--- config.mk ---
export PLATFORM = sky130hd
export DESIGN_NAME = btn_debounce
export DESIGN_NICKNAME = d
export VERILOG_FILES = /design/src/rtl/btn_debounce_pkg.sv /design/src/rtl/btn_db_chan.sv /design/src/rtl/btn_debounce.sv
export SDC_FILE = /design/constraint.sdc
export NUM_CORES = 1
export LEC_CHECK = 0
export CAP_MARGIN = 5
export CORE_MARGIN = 3
export CORE_UTILIZATION = 62
export CTS_BUF_LIST = sky130_fd_sc_hd__clkbuf_16
export DETAILED_ROUTE_END_ITERATION = 7
export PLACE_DENSITY = 0.84
export SLEW_MARGIN = 10
export SYNTH_ARGS = -nofsm -noshare
export SYNTH_HDL_FRONTEND = slang
export SYNTH_SLANG_ARGS = --single-unit
--- constraint.sdc ---
create_clock -name clk -period 3.65 [get_ports clk]
set_input_delay 0.5475 -clock clk [delete_from_list [all_inputs] [get_ports clk]]
set_output_delay 0.5475 -clock clk [all_outputs]
set_load 0.02 [all_outputs]
--- src/rtl/btn_debounce_pkg.sv ---
// Shared constants and configuration check helper for the push-button debouncer.
package btn_debounce_pkg;

  localparam int CNT_W = 8;

  function automatic bit stable_cnt_ok(input int n);
    return (n >= 1) && (n <= 255);
  endfunction

endpackage

--- src/rtl/btn_db_chan.sv ---
// One debounce channel: 2-flop synchroniser, tick-qualified stability counter, level and edge pulses.
// Output latency is 1 clk after the adopting tick; no backpressure, pulses are one cycle wide.
module btn_db_chan
  import btn_debounce_pkg::*;
#(
  parameter int STABLE_CNT = 4
) (
  input  logic clk,
  input  logic rst_n,
  input  logic tick,
  input  logic btn_raw,
  output logic btn_level,
  output logic btn_press,
  output logic btn_release
);

  localparam logic [CNT_W-1:0] CNT_LAST = CNT_W'(STABLE_CNT - 1);

  logic             sync1_q, sync1_d;
  logic             sync2_q, sync2_d;
  logic [CNT_W-1:0] cnt_q, cnt_d;
  logic             level_q, level_d;
  logic             press_q, press_d;
  logic             release_q, release_d;

  always_comb begin
    sync1_d   = btn_raw;
    sync2_d   = sync1_q;
    cnt_d     = cnt_q;
    level_d   = level_q;
    press_d   = 1'b0;
    release_d = 1'b0;
    if (tick) begin
      // Any sample agreeing with the current level restarts qualification.
      if (sync2_q == level_q) begin
        cnt_d = '0;
      end else if (cnt_q == CNT_LAST) begin
        level_d   = sync2_q;
        cnt_d     = '0;
        press_d   = sync2_q;
        release_d = ~sync2_q;
      end else begin
        cnt_d = cnt_q + CNT_W'(1);
      end
    end
  end

  always_ff @(posedge clk or negedge rst_n) begin
    if (!rst_n) begin
      sync1_q   <= 1'b0;
      sync2_q   <= 1'b0;
      cnt_q     <= '0;
      level_q   <= 1'b0;
      press_q   <= 1'b0;
      release_q <= 1'b0;
    end else begin
      sync1_q   <= sync1_d;
      sync2_q   <= sync2_d;
      cnt_q     <= cnt_d;
      level_q   <= level_d;
      press_q   <= press_d;
      release_q <= release_d;
    end
  end

  assign btn_level   = level_q;
  assign btn_press   = press_q;
  assign btn_release = release_q;

endmodule

--- src/rtl/btn_debounce.sv ---
// Button conditioning: rising-edge detect on the rate tick feeding WIDTH independent debounce channels.
// Outputs registered, 1 clk after the adopting tick; no backpressure.
module btn_debounce
  import btn_debounce_pkg::*;
#(
  parameter int WIDTH      = 4,
  parameter int STABLE_CNT = 4
) (
  input  logic             clk,
  input  logic             rst_n,
  input  logic             rtg_in,
  input  logic [WIDTH-1:0] btn_raw,
  output logic [WIDTH-1:0] btn_level,
  output logic [WIDTH-1:0] btn_press,
  output logic [WIDTH-1:0] btn_release
);

  localparam bit STABLE_CNT_OK = stable_cnt_ok(STABLE_CNT);

  generate
    if (!STABLE_CNT_OK) begin : g_bad_cfg
      $error("btn_debounce: STABLE_CNT must be in 1..255");
    end
  endgenerate

  logic rtg_q, rtg_d;
  logic tick;

  always_comb begin
    rtg_d = rtg_in;
  end

  always_ff @(posedge clk or negedge rst_n) begin
    if (!rst_n) begin
      rtg_q <= 1'b0;
    end else begin
      rtg_q <= rtg_d;
    end
  end

  // Only the rising edge counts, so a wide rate level yields a single tick.
  assign tick = rtg_in & ~rtg_q;

  for (genvar i = 0; i < WIDTH; i++) begin : g_chan
    btn_db_chan #(
      .STABLE_CNT (STABLE_CNT)
    ) u_chan (
      .clk         (clk),
      .rst_n       (rst_n),
      .tick        (tick),
      .btn_raw     (btn_raw[i]),
      .btn_level   (btn_level[i]),
      .btn_press   (btn_press[i]),
      .btn_release (btn_release[i])
    );
  end

endmodule

# ---- After elaboration in Yosys (flattened, before gate mapping)
# Index checks and enable logic that the tools add are counted.
dict set report classes {
  addsub 4
  n_eq_ne 8
  muxes 32
  n_bitwise 10
  reduce_logical 4
}
# op n
set ops {}
lappend ops {{8-bit 2-to-1 mux} 8}
lappend ops {{8-bit by 1-bit adder with 8-bit output (second input constant)} 4}
lappend ops {{8-bit by 2-bit == test with 1-bit output (second input constant)} 4}
lappend ops {{1-bit 2-to-1 mux} 24}
lappend ops {{3-bit AND reduction} 4}
lappend ops {{1-bit inverter} 9}
lappend ops {{1-bit == test} 4}
lappend ops {{1-bit AND} 1}
dict set report totals {
  regBits 53
  input_bits 7
  output_inout_bits 12
  wordCells 83
}

# ---- Logic depth before layout (Yosys ltp)
dict set report depth {
  ltp_word 4
  mapped_depth 6
  depth_no_buf 5
}

# ---- Cells and area by module
# From an unflattened synthesis, not the netlist that was laid out.
dict set report hier_totals {
  hier_cells 197
  area_unflattened_um2 2401.1
}
# mod n_inst cells_each area_each_um2 seq_area_each_um2
set by_module_without_submodules {}
lappend by_module_without_submodules {{btn_db_chan (g_chan[0].u_chan ...)} 3 49 590.6 325.3}
lappend by_module_without_submodules {{btn_db_chan (g_chan[1].u_chan)} 1 48 590.6 325.3}
lappend by_module_without_submodules {btn_debounce 1 2 38.8 25.0}

# ---- Least setup slack after synthesis
# OpenSTA, ideal clock, no wires.
dict set report synth_timing {
  path_type {register to register}
  startpoint {reg g_chan[1].u_chan.cnt_q[0]}
  endpoint {reg g_chan[1].u_chan.cnt_q[6]}
  arrival_ns 1.398
  t_required_ns 3.568
  slack_ns 2.170
  stages_incl_launch_ff 7
  path_buffers 1
  cell_sequence {dfrtp_1 -> ha_1 -> nor4b_2 -> a211oi_2 -> buf_6 -> a41oi_1 -> a31oi_1}
}
dict set report synth_between {
  elab_chain_len 3
}
# element line
set synth_lines {}
lappend synth_lines {{start: declaration} btn_db_chan.sv:21} ;# logic [CNT_W-1:0] cnt_q, cnt_d;
lappend synth_lines {{start signal: assignment} btn_db_chan.sv:59} ;# cnt_q <= cnt_d;
lappend synth_lines {{8-bit by 1-bit adder with 8-bit output or 8-bit by 2-bit == test with 1-bit output (tied branches)} {btn_db_chan.sv:43, btn_db_chan.sv:37}}
lappend synth_lines {{8-bit 2-to-1 mux (*)} btn_db_chan.sv:37} ;# end else if (cnt_q == CNT_LAST) begin
lappend synth_lines {{8-bit 2-to-1 mux (*)} btn_db_chan.sv:35} ;# if (sync2_q == level_q) begin
# Mark *: on every way between the ends. The rest lies on a longest branch, timed or not.
# A chain may end at the register's enable or synchronous reset.

# ---- Final worst setup path
dict set report layout_timing {
  startpoint {in rtg_in}
  endpoint {reg g_chan[1].u_chan.cnt_q[6]}
}
dict set report layout_between {
  elab_chain_len 1
}
# element line
set layout_lines {}
lappend layout_lines {{start: declaration} btn_debounce.sv:11} ;# input logic rtg_in,
lappend layout_lines {{1-bit AND} btn_debounce.sv:42} ;# assign tick = rtg_in & ~rtg_q;
# No other way between the ends.

==> impl_metrics.toml <==
[logic_synthesis]
synthesis.nets = 232
synth_edf_count = 0
yosysSeqAreaShare_pct = 54.3
synth_ff_type = "dfrtp_1"
ys_types = 31
synth_cells = 221
ys_warn_count = 0
synth_top_area_cell = "dfrtp_1"
ys_ff_latch = 53
syn_area_mm2 = 0.00244
syn_area_per_cell_um2 = 11.1
synthTopCellsByArea = "dfrtp_1, xor2_1, xnor2_1"
yosysTopAreaCellShare_pct = 54.3
synthArstFlopShare_pct = 100

[place]
place.gp.congestion = 0.834
dp_cells = 270
io_buffers = 18
dpl.hpwl_um = 2740

[setup_path]
required_ns = 3.86
worstReg2RegEnd = "g_chan[1].u_chan.cnt_q[6]"
r2r_slack_ns = 1.75
slowest_stage = "a211oi_2"
crit_chain = "clkdlybuf4s50_1 -> nand2b_1 -> buf_4 -> a211oi_2 -> a41oi_1 -> a31oi_1"
worst-setup-path-type = "input pin to flop"
cp-end-kind = "flop"
worstRegToRegCells = 5
path_max_fanout = 22
reg2reg_from = "g_chan[1].u_chan.cnt_q[0]"
start_kind = "input pin"
critPathTopFamily = "compound AO/OA/AOI/OAI gates"
worst_path_largest_cell_delay_ns = 0.55
cp_data_arrival_time_ns = 2.27
cp_num_buf_inv = 2
crit_start = "rtg_in"

[power_and_ir_drop]
swShare_pct = 30.1
total_power_uw = 1530
clock_power_share_pct = 29.3
power_leakage_uw = 0.00123
p_seq_share_pct = 50.7
intPower_uw = 1070
pwr_density_cell_mw_per_mm2 = 567
p_comb_share_pct = 20.0
p_sw_uw = 461
ir_drop_mv = 0.259

[final_layout]
drive_above_1_share_pct = 8.70
fillers = 270
multi_input_area_um2 = 975
stdcell_count = 278
seqCellArea_mm2 = 0.00133
final_common_cell = "dfrtp_1"
fin_nets = 240
syn_to_final_growth_pct = 10.5
num_antenna_cells = 0
layout_common_cells = "dfrtp_1, nor2_1, nand2_1, clkdlybuf4s50_1, xor2_1"

[timing]
slew_viol_final = 0
setup_viol = 0
worstMarginPinSlew_ns = 0.687
setup-tns-final_ns = 0
relSlewSlack_pct = 54.2
rsz0062_at_grt = "no"
fin_crit_sh_pct = 56.5
clock.fmax_mhz = 485
hold_viol = 0
period_minus_slack_ns = 2.06
clock-skew-final_ns = 0.00525

[floorplan]
start_util_pct = 65.7
fp.dieArea_mm2 = 0.00473
ios = 19
core_mm2 = 0.00372
rows = 22
die_w_um = 68.8
die_y_um = 68.8

[cts]
cts_hold_buf = 0
cts-buffers-inserted = 5
cts_tree = "built"
cts.path.max_buffers = 2
cts_max_level = 2
insertion_delay_ns = 0.29
clkSlewWorstSetupHoldPaths_ns = 0.07
post_cts_buffers = 0
clock-sinks = 53
ctsRootBufferMaster = "clkbuf_16"
post_cts_resized = 0

[detailed_routing]
drt_iter0_markers = 149
route.detailed.drc = 0
avgViaCountPerCell = 5.94
wl_per_cell_um = 15.2
vias = 1652
wirelength_um = 4220
ant_nets = 0
first_pass_iters = 4

[global_route]
top_usage_layer = "met2"
grt_pass1_vias = 1523
grt_overflow = 0
grt_antenna_before_repair = 0
grt_max_degree = 33
track_usage_pct = 20.3
grtUsageMet3_pct = 5.02
use_met1_pct = 26.9
grt_use_met2_pct = 31.5
grt_pass1_wl_um = 6940

[run_status]
status = "finished, final reports clean"

[job]
maxCapViolations = 0

[worst_hold_path]
hp-class = "input pin to asynchronous set/reset pin"
[cell families after synthesis]
logic type | after synthesis | share of synthesized area (%)
buffers and inverters | 20 | 5.79
muxes | 5 | 2.31
DFF | 53 | 54.3
and+or+nand+nor | 96 | 21.3
xor gates and xnor gates | 24 | 8.61
AOI/OAI and AO/OA | 19 | 5.64
adders and majority gates | 4 | 2.05
[synth_stat cells (3+ instances only)]
library cell,number
buf_2,5
dfrtp_1,53
nor2_1,23
and3_1,4
nand4_1,12
nor3b_1,8
nand3_1,7
nor4b_2,3
buf_4,12
a22o_1,3
o21ai_0,4
a31oi_1,5
nand2_1,21
xnor2_1,11
nor3_1,9
mux2_2,5
ha_1,4
xor2_1,13
a21o_1,4
[worst reg2reg max path: cells and delay by family (launching register included)]
family,cells,cell delay [ns]
flops,1,0.43
compound gates,3,0.95
fa+ha+maj,1,0.26
simple gates,1,0.18
[worst max path at each step]
stage	endpoint	slack (ns)	cells after the start
after floorplan	g_chan[1].u_chan.cnt_q[6]	2.17	6
final	g_chan[1].u_chan.cnt_q[6]	1.59	6
after detailed placement	g_chan[1].u_chan.cnt_q[6]	1.27	6
after CTS	g_chan[1].u_chan.cnt_q[6]	1.59	6
after global routing	g_chan[1].u_chan.cnt_q[3]	1.45	6
after global placement	g_chan[1].u_chan.cnt_q[6]	1.39	6
[state kept, by name, indices dropped and copies added, names as in the netlist]
signal,cells
g_chan.u_chan.btn_level,4
g_chan.u_chan.btn_press,4
g_chan.u_chan.btn_release,4
g_chan.u_chan.cnt_q,32
g_chan.u_chan.sync1_q,4
g_chan.u_chan.sync2_q,4
rtg_q,1
[area by class of cell]
type	instances	area share [%]
tap	48	2.23
timing repair buffer	21	7.32
clock buffer	5	4.64
clock inverter	3	0.556
sequential	53	49.1
multi-input combinational	148	36.1
[routing by layer]
layer  wire length, um  share of wire, %
met1              1900                45
met2              2070                49
met3               136               3.2
met4               107               2.5
met5                 0                 0
[power by group through the flow]
| stage | Sequential [uW] | Combinational [uW] | Clock [uW] |
|---|---|---|---|
| after floorplan | 754 | 240 | 0 |
| after global placement | 772 | 285 | 0 |
| after detailed placement | 780 | 300 | 0 |
| after CTS | 772 | 311 | 456 |
| after global routing | 787 | 340 | 479 |
| final | 775 | 306 | 448 |
[metrics by stage]
| stage | util, % | setup WS (ns) | hold WS, ns | instance area (um^2) |
|---|---|---|---|---|
| 2_1_floorplan | - | 2.17 | 0.252 | 2440 |
| 3_3_place_gp | 68.9 | 1.39 | 0.333 | 2560 |
| 3_5_place_dp | 68.9 | 1.27 | 0.343 | 2560 |
| 4_1_cts | 72.6 | 1.59 | 0.313 | 2700 |
| 5_1_grt | 72.6 | 1.45 | 0.356 | 2700 |
| 6_report | 72.6 | 1.59 | 0.295 | 2700 |
(Power assumes the default switching activity.)
==> RTL edit, RTL diff (same flow settings) <==
Change the parameter `WIDTH` from 4 to 3.
--- a/src/rtl/btn_debounce.sv
+++ b/src/rtl/btn_debounce.sv
@@ -5,3 +5,3 @@
 #(
-  parameter int WIDTH      = 4,
+  parameter int WIDTH      = 3,
   parameter int STABLE_CNT = 4
Interface: changed (resized btn_level, btn_press, btn_raw and btn_release); port bits go from 19 to 15. No check against the original RTL was run, so the function may have changed too.
==> RTL edit against the original RTL <==
Area after synthesis fell by 22%; sequential cell count fell by 13; count of clock-buffer cells in the layout did not move; routed wire length fell by 18%; combinational power fell by 14%; worst setup slack got worse by 26 ps; total power fell by 19%; clock power fell by 14%; design area fell by 22%; global-route usage rose by 1.3 points; highest routed layer unchanged.
==> RTL edit: results (changes against the original RTL) <==
metric	value	unit	change
synth.distinct_cells	30		-3.2%
largest_register_ffs	24		-25%
dp.cells	199		-26%
cp_max_fo	17		-23%
grt_pass1_wl	5747	microns	-17%
run_status	completed		
met1_usage	23.51	%	-3.4 points
timing.final.crit_period	2089	ps	+26.02 ps
clk_pin_slew	50	ps	-20 ps
skew	2.129	ps	-3.123 ps
peakVddDrop	0.2985	mV	+15%
dr_wl_met2	1827	microns	-12%
fillers	180		-33%
route.detailed.wl_per_inst	16.92	microns	+11%
met1Wirelength	1433	microns	-25%
power_leakage	0.9210	nW	-25%
portBuffers	14		-4
tightest_slew	838.4	ps	+151.3 ps
r2r_start	rtg_q$_DFF_PN0_		
rr_worst_depth	4		-1
seq_area_frac_synth	52.77	%	-1.5 points
grt_max_degree	41		+24%
gp_congestion	0.7751		-7.1%
coreArea	2829	sq um	-24%
cp_slowest_cell	a211oi_4		
-- RTL edit: how the worst min path moves through the flow --
stage | to | slack, ps | start | cells after the start
6_report | g_chan[0].u_chan.sync2_q$_DFF_PN0_ | 350 | g_chan[0].u_chan.sync1_q$_DFF_PN0_ | 0
2_1_floorplan | g_chan[0].u_chan.btn_level$_DFFE_PN0P_ | 250 | rst_n | 0
3_5_place_dp | g_chan[0].u_chan.sync2_q$_DFF_PN0_ | 340 | g_chan[0].u_chan.sync1_q$_DFF_PN0_ | 0
3_3_place_gp | g_chan[0].u_chan.sync2_q$_DFF_PN0_ | 330 | g_chan[0].u_chan.sync1_q$_DFF_PN0_ | 0
4_1_cts | g_chan[0].u_chan.sync2_q$_DFF_PN0_ | 360 | g_chan[0].u_chan.sync1_q$_DFF_PN0_ | 0
5_1_grt | g_chan[0].u_chan.sync2_q$_DFF_PN0_ | 370 | g_chan[0].u_chan.sync1_q$_DFF_PN0_ | 0
-- RTL edit: cells by family (layout without fill, tap and decap cells) --
kind of cell | after synthesis | count (layout) | share of synthesized area (%)
simple gates | 66 | 66 | 20.65
fa+ha+maj | 3 | 3 | 1.979
xor+xnor | 16 | 16 | 7.388
flops | 40 | 40 | 52.77
mux | 5 | 5 | 2.968
compound gates | 23 | 23 | 9.366
buf+inv | 14 | 20 | 4.881
-- RTL edit: power breakdown --
part / switching [W] / internal (W)
Sequential: 0.0000793 / 0.000505
Combinational: 0.000142 / 0.000121
Clock: 0.000145 / 0.000241
Total: 0.000366 / 0.000866
-- RTL edit: final cells by class --
cell class | instances | area, sq um | share of cell area (%)
clock buffer | 5 | 125.1 | 5.928
multi-input combinational | 113 | 803.3 | 38.06
sequential | 40 | 1001 | 47.42
tap | 31 | 38.79 | 1.838
timing repair buffer | 15 | 142.6 | 6.758
